### src/rtl/buf_drain.sv
// Reader end of a buffered-register handoff: captures producer pairs into a small FIFO,
// acknowledges each capture with a one-cycle pulse and presents pairs show-ahead to the consumer.
module buf_drain #(
  parameter int unsigned WIDTH = 32,
  parameter int unsigned DEPTH = 4
) (
  input  logic                     Clk,
  input  logic                     Reset,
  input  logic [WIDTH-1:0]         buf_in_1,
  input  logic [WIDTH-1:0]         buf_in_2,
  input  logic                     buf_flag,
  output logic                     buf_ack,
  input  logic                     read,
  input  logic                     stall,
  output logic [WIDTH-1:0]         out_1,
  output logic [WIDTH-1:0]         out_2,
  output logic                     valid,
  output logic                     full,
  output logic [$clog2(DEPTH):0]   count
);

  localparam int unsigned PtrW = $clog2(DEPTH);
  localparam int unsigned CntW = PtrW + 1;

  typedef enum logic [0:0] {StIdle, StAck} state_e;

  state_e            state_q;
  logic              buf_ack_q;
  logic [PtrW-1:0]   wr_ptr_q, rd_ptr_q;
  logic [CntW-1:0]   count_q, count_d;
  logic [WIDTH-1:0]  mem1_q [DEPTH];
  logic [WIDTH-1:0]  mem2_q [DEPTH];

  logic pop;
  logic capture;

  assign valid   = (count_q != '0);
  assign full    = (count_q == CntW'(DEPTH));
  assign pop     = read & ~stall & valid;
  // A pop on the same edge frees the slot, so a full FIFO can still accept the pending pair.
  assign capture = (state_q == StIdle) & buf_flag & (~full | pop);

  assign out_1   = valid ? mem1_q[rd_ptr_q] : '0;
  assign out_2   = valid ? mem2_q[rd_ptr_q] : '0;
  assign count   = count_q;
  assign buf_ack = buf_ack_q;

  always_comb begin
    count_d = count_q;
    case ({capture, pop})
      2'b10:   count_d = count_q + CntW'(1);
      2'b01:   count_d = count_q - CntW'(1);
      default: count_d = count_q;
    endcase
  end

  // The ACK state blanks one cycle so the producer's still-high flag is not captured twice.
  always_ff @(posedge Clk) begin
    if (Reset) begin
      state_q   <= StIdle;
      buf_ack_q <= 1'b0;
    end else begin
      case (state_q)
        StIdle: begin
          if (capture) begin
            state_q   <= StAck;
            buf_ack_q <= 1'b1;
          end else begin
            buf_ack_q <= 1'b0;
          end
        end
        StAck: begin
          state_q   <= StIdle;
          buf_ack_q <= 1'b0;
        end
        default: begin
          state_q   <= StIdle;
          buf_ack_q <= 1'b0;
        end
      endcase
    end
  end

  always_ff @(posedge Clk) begin
    if (Reset) begin
      wr_ptr_q <= '0;
      rd_ptr_q <= '0;
      count_q  <= '0;
    end else begin
      if (capture) wr_ptr_q <= wr_ptr_q + PtrW'(1);
      if (pop)     rd_ptr_q <= rd_ptr_q + PtrW'(1);
      count_q <= count_d;
    end
  end

  always_ff @(posedge Clk) begin
    if (capture && !Reset) begin
      mem1_q[wr_ptr_q] <= buf_in_1;
      mem2_q[wr_ptr_q] <= buf_in_2;
    end
  end

endmodule

### config.mk
export PLATFORM = sky130hd
export DESIGN_NAME = buf_drain
export DESIGN_NICKNAME = d
export VERILOG_FILES = /design/src/rtl/buf_drain.sv
export SDC_FILE = /design/constraint.sdc
export NUM_CORES = 1
export LEC_CHECK = 0
export ABC_AREA = 0
export ABC_CLOCK_PERIOD_IN_PS = 3140
export BUFFER_PORTS_ARGS = -buffer_cell sky130_fd_sc_hd__buf_2
export CORE_MARGIN = 2
export CORE_UTILIZATION = 57
export CTS_CLUSTER_SIZE = 10
export DETAILED_ROUTE_END_ITERATION = 8
export HOLD_SLACK_MARGIN = 0.03
export PLACE_DENSITY = 0.75
export RECOVER_POWER = 50
export SLEW_MARGIN = 25
export SYNTH_ARGS = -nofsm -noshare
export SYNTH_HDL_FRONTEND = slang
export SYNTH_SLANG_ARGS = --single-unit
### constraint.sdc
create_clock -name Clk -period 3.14 [get_ports Clk]
set_input_delay 0.157 -clock Clk [delete_from_list [all_inputs] [get_ports Clk]]
set_output_delay 0.157 -clock Clk [all_outputs]
set_load 0.01 [all_outputs]
== Word level (Yosys, flattened, before mapping) ==
Memories as Yosys holds them, arrays and structs flattened. A register that Yosys moved wholly into a read port is not among the register bits.
Index checks and enable logic that the tools add are counted.
Storage, ports and cells
  memory bits (read-only): 0
  bits in latches: 0
  bits in registers: 8
  memories: 2
  output and inout bits: 70
  bits of input ports: 69
  logic and storage cells: 36
  memory bits (writable): 256
Memory list
  mem1_q: depth 4, width 32, rd ports 1, clocked after memory_dff 1, wr ports 1, line 31  | logic [WIDTH-1:0] mem1_q [DEPTH];
  mem2_q: depth 4, width 32, rd ports 1, clocked after memory_dff 1, wr ports 1, line 32  | logic [WIDTH-1:0] mem2_q [DEPTH];
Cells by class
  multiply operators: 0
  equal/unequal tests: 3
  shift operators: 0
  magnitude comparators: 0
  bitwise logic cells: 8
  divide/modulo/power cells: 0
  multiplexer cells: 11
  $add $sub $neg: 4
  reductions and logical operators: 4
Operators with widths (count)
  32-bit 2-to-1 mux: 2
  2-bit 2-to-1 mux: 4
  3-bit one-hot mux with 2 select lines: 1
  2-bit by 1-bit adder with 2-bit output (second input constant): 2
  1-bit AND: 4
  3-bit by 1-bit adder with 3-bit output (second input constant): 1
  3-bit equality test (second input constant): 1
  1-bit 2-to-1 mux: 3
  1-bit inverter: 3
  3-bit nonzero test: 1
  3-bit by 1-bit subtractor with 3-bit output (second input constant): 1
  2-bit by 1-bit equality test with 1-bit output (second input constant): 1
  2-bit equality test (second input constant): 1
  1-bit one-hot mux with 2 select lines: 1
  2-bit nonzero test: 1
  1-bit logical AND: 1
  1-bit logical NOT: 1
  1-bit OR: 1

== Longest topological paths before layout ==
  depth after elaboration: 8
  gate-level depth with buffers: 9
  depth with buffers taken out: 8

== Worst setup path after synthesis ==
OpenSTA, ideal clock, no wires.
  path type: reg-to-reg
  start: register count_q[1] (netlist: count[1])
  end: memory mem1_q[1][0] (enable)
  buffers on the path: 0
  stages on the path, launching flop included: 5
  required time: 2.711 ns
  arrival: 2.607 ns
  slack: 0.104 ns
  setup time: 0.429 ns
  clock period less this slack: 3.036 ns
  cells stage by stage: dfxtp_1 > nor2_1 > and2_1 > a211oi_2 > and2_1
On the way
  cells in the longest elaborated chain, start to end: 7
  elaborated cells between the ends (all ways): 9
  those cells by class: eq/ne (1); mux (2); bitwise (4); reduce/logical (2)
Ends and longest elaborated chain
  start, declared: line 30  | logic [CntW-1:0] count_q, count_d;
  start signal, assigned: line 92  | count_q <= count_d;
  3-bit equality test: line 38  | assign full = (count_q == CntW'(DEPTH));
  via full: line 18  | output logic full,
  1-bit inverter: line 41  | assign capture = (state_q == StIdle) & buf_flag & (~full | pop);
  1-bit OR: line 41
  1-bit AND: line 41
  1-bit logical AND: line 97  | if (capture && !Reset) begin
  1-bit 2-to-1 mux: line 97
  1-bit 2-to-1 mux (not written as such): line 98  | mem1_q[wr_ptr_q] <= buf_in_1;
  end, declared: line 31
The timed path passes the listed nets, and every way through them passes these cells.

== Worst setup path in the final report ==
  start: register count_q[1] (netlist: count[1])
  end: memory mem2_q[2][31] (enable)
On the way
  cells in the longest elaborated chain, start to end: 7
  elaborated cells between the ends (all ways): 9
  those cells by class: eq/ne (1); mux (2); bitwise (4); reduce/logical (2)
Ends and longest elaborated chain
  3-bit nonzero test or 3-bit equality test (tied branches): line 37, 38
  1-bit AND or 1-bit inverter (tied branches): line 39, 41
  1-bit OR *: line 41
  1-bit AND *: line 41
  1-bit logical AND *: line 97
  1-bit 2-to-1 mux *: line 97
  1-bit 2-to-1 mux (not written as such) *: line 99  | mem2_q[wr_ptr_q] <= buf_in_2;
  end, declared: line 32
Every way passes the cells marked *; elsewhere a longest branch is shown, timed or not.

==> results.tsv <==
metric	value	unit
start_kind	flop	
post-route-min-period	2.73	ns
tightest_slew	0.804	ns
synthDistinctLibCells	34	
ys.warnings.count	0	
hp-class	input pin to flop	
cp.required	3.36	ns
synth_largest_area_cell	edfxtp_1	
fin_ws	0.411	ns
endpoint_kind	flop	
synth_area	10300	µm²
wl	19.7	mm
synthTopCellsByCount	edfxtp_1, and2_1, mux4_2, dfxtp_1, buf_2	
ant_nets	0	
slew_violations	0	
finalInstanceArea	12700	µm²
via_count	5304	
critPathKind	flop to flop	
synth_nets	551	
clkTransAtPathRegs	0.05	ns
placed_area	11300	µm²
p_per_area	679	nW/µm²
ys_ff_latch	266	
drive_above_1_share	0.258	
routabilityCongestion	0.820	
syn_inst	477	
cts_tree	yes	
yosysTopAreaCellShare	0.743	
ys_async_sr_fraction	0	
firstDrtPassIters	5	
io_pins	139	
overflow	0	
status	finished clean	
via_per_inst	5.62	
final.period_utilization	0.869	
synth_ff_type	edfxtp_1	
max_slew_margin	0.464	
grt_max_degree	67	
grt_first_pass_wirelength	31.0	mm
ir_drop	487	µV
synth_area_per_cell	21.7	µm²
worst_clock_skew	0.0158	ns
area_growth	22.5	%
die_area	19200	µm²
dp_slack	0.831	ns
cp.arrival	2.95	ns
synthTopCellsByArea	edfxtp_1, mux4_2, and2_1, dfxtp_1, buf_12	
hold_violations	0	
fp.dieW	139	µm
dpl.hpwl	11.9	mm
routedWlPerCell	20.9	µm
drt-initial-drc-count	348	
power.leakage	0.00423	µW
clock_sinks	266	
port_buffers	138	
cts_max_level	1	
synth_edf_count	256	
cp_max_fo	38	
cts_max_path_buffers	3	
rsz0062_at_grt	false	
grt_pass1_vias	5558	
grtUsageTotal	0.207	
timing.max_cap.violations	0	
drc	0	
die_h	139	µm
fin_nets	776	
max_freq	0.366	GHz
n_antenna_cell	0	
synth_most_common_cell	edfxtp_1	
yosysSeqAreaShare	0.762	
core-area	17900	µm²
root_buffer	clkbuf_16	
placementRows	49	
start_util	0.578	
setup_viol	0	
antenna_found_initial	0	
finalSetupTns	0	ns
cts_buffers	30	
clk_latency	0.55	ns
kinds of logic (layout without fill, tap and decap cells):
kind of cell	count (synthesis)	after routing	share of synthesized area
AO/OA/AOI/OAI	17	17	0.0105
XOR/XNOR	3	3	0.00254
adder cells (fa/ha/maj)	5	5	0.00677
buffers and inverters	29	266	0.0219
flip-flops	266	266	0.762
multiplexers	66	66	0.143
AND/OR/NAND/NOR	91	91	0.0532
cell usage in the layout, fill, tap and decap left out, drive strengths merged:
cell type	n
buf	84
nand3	4
a21o	2
nor2	7
dfxtp	10
and2	69
edfxtp	256
a31oi	2
fa	1
dlygate4sd3	65
mux2	1
o211ai	1
o22ai	1
o21ai	3
a211oi	1
nand2b	2
o311a	1
nor3	3
xor2	1
inv	5
a21oi	6
clkinv	2
clkbuf	110
nor4	1
mux4	64
mux2i	1
nand4b	1
ha	4
or3	2
nor2b	2
xnor2	2
registers in the layout, summed over array words and instances, names as in the netlist, named ones only:
signal and cells:
mem1_q 128, wr_ptr_q 2, rd_ptr_q 2, count 3, mem2_q 128, buf_ack 1
final cells by class:
type / count / area [µm²]
Clock buffer: 42 / 796
Tap cell: 229 / 287
Multi-Input combinational cell: 182 / 2230
Fill cell: 1144 / 5230
Sequential cell: 266 / 7900
Clock inverter: 2 / 21.3
Inverter: 5 / 18.8
Timing Repair Buffer: 217 / 1420
power by group:
part | switching [µW] | internal (µW) | leakage (µW)
logic | 812 | 712 | 0.00143
clock network | 1230 | 1730 | 0.000395
registers | 89.5 | 4040 | 0.00240
total | 2130 | 6480 | 0.00423
timing repair:
action	in CTS	in global routing
endpoints found under the hold margin	265	0
setup buffers	0	0
resized for setup	0	0
hold buffers	65	0
through the flow:
step / hold slack [ns] / instances / power [µW] / util
after floorplan: 0.237 / 477 / 5120 / -
after global placement: 0.368 / 834 / 5650 / 0.631
after detailed placement: 0.377 / 834 / 5690 / 0.631
after CTS: 0.126 / 943 / 8710 / 0.713
after global routing: 0.200 / 943 / 8960 / 0.708
final: 0.151 / 943 / 8610 / 0.708
layer usage:
layer / track usage / part of all wire / vias up
li1: - / - / 2375
met1: 0.293 / 0.41 / 2689
met2: 0.341 / 0.51 / 207
met3: 0.0421 / 0.063 / 33
met4: 0.0494 / 0.018 / 0
met5: 0 / 0 / -
worst paths after layout:
path / from / to / slack (ns) / cells past startpoint
worst max-delay path: count[1]$_SDFFE_PP0P_ / mem2_q[2][31]$_DFFE_PP_ / 0.41 / 5
worst min-delay path: stall / count[2]$_SDFFE_PP0P_ / 0.15 / 5
worst min register to register: rd_ptr_q[1]$_SDFFE_PP0P_ / rd_ptr_q[1]$_SDFFE_PP0P_ / 0.53 / 2
worst max register to register: count[1]$_SDFFE_PP0P_ / mem2_q[2][31]$_DFFE_PP_ / 0.41 / 5
worst max-delay path, stage by stage (launching register included):
cell and delay [ns]:
dfxtp_1 0.46, nor2_1 0.14, and2_0 0.21, a211oi_1 0.47, and2_2 0.78, buf_12 0.32
Power figures use the tool's default switching activity.
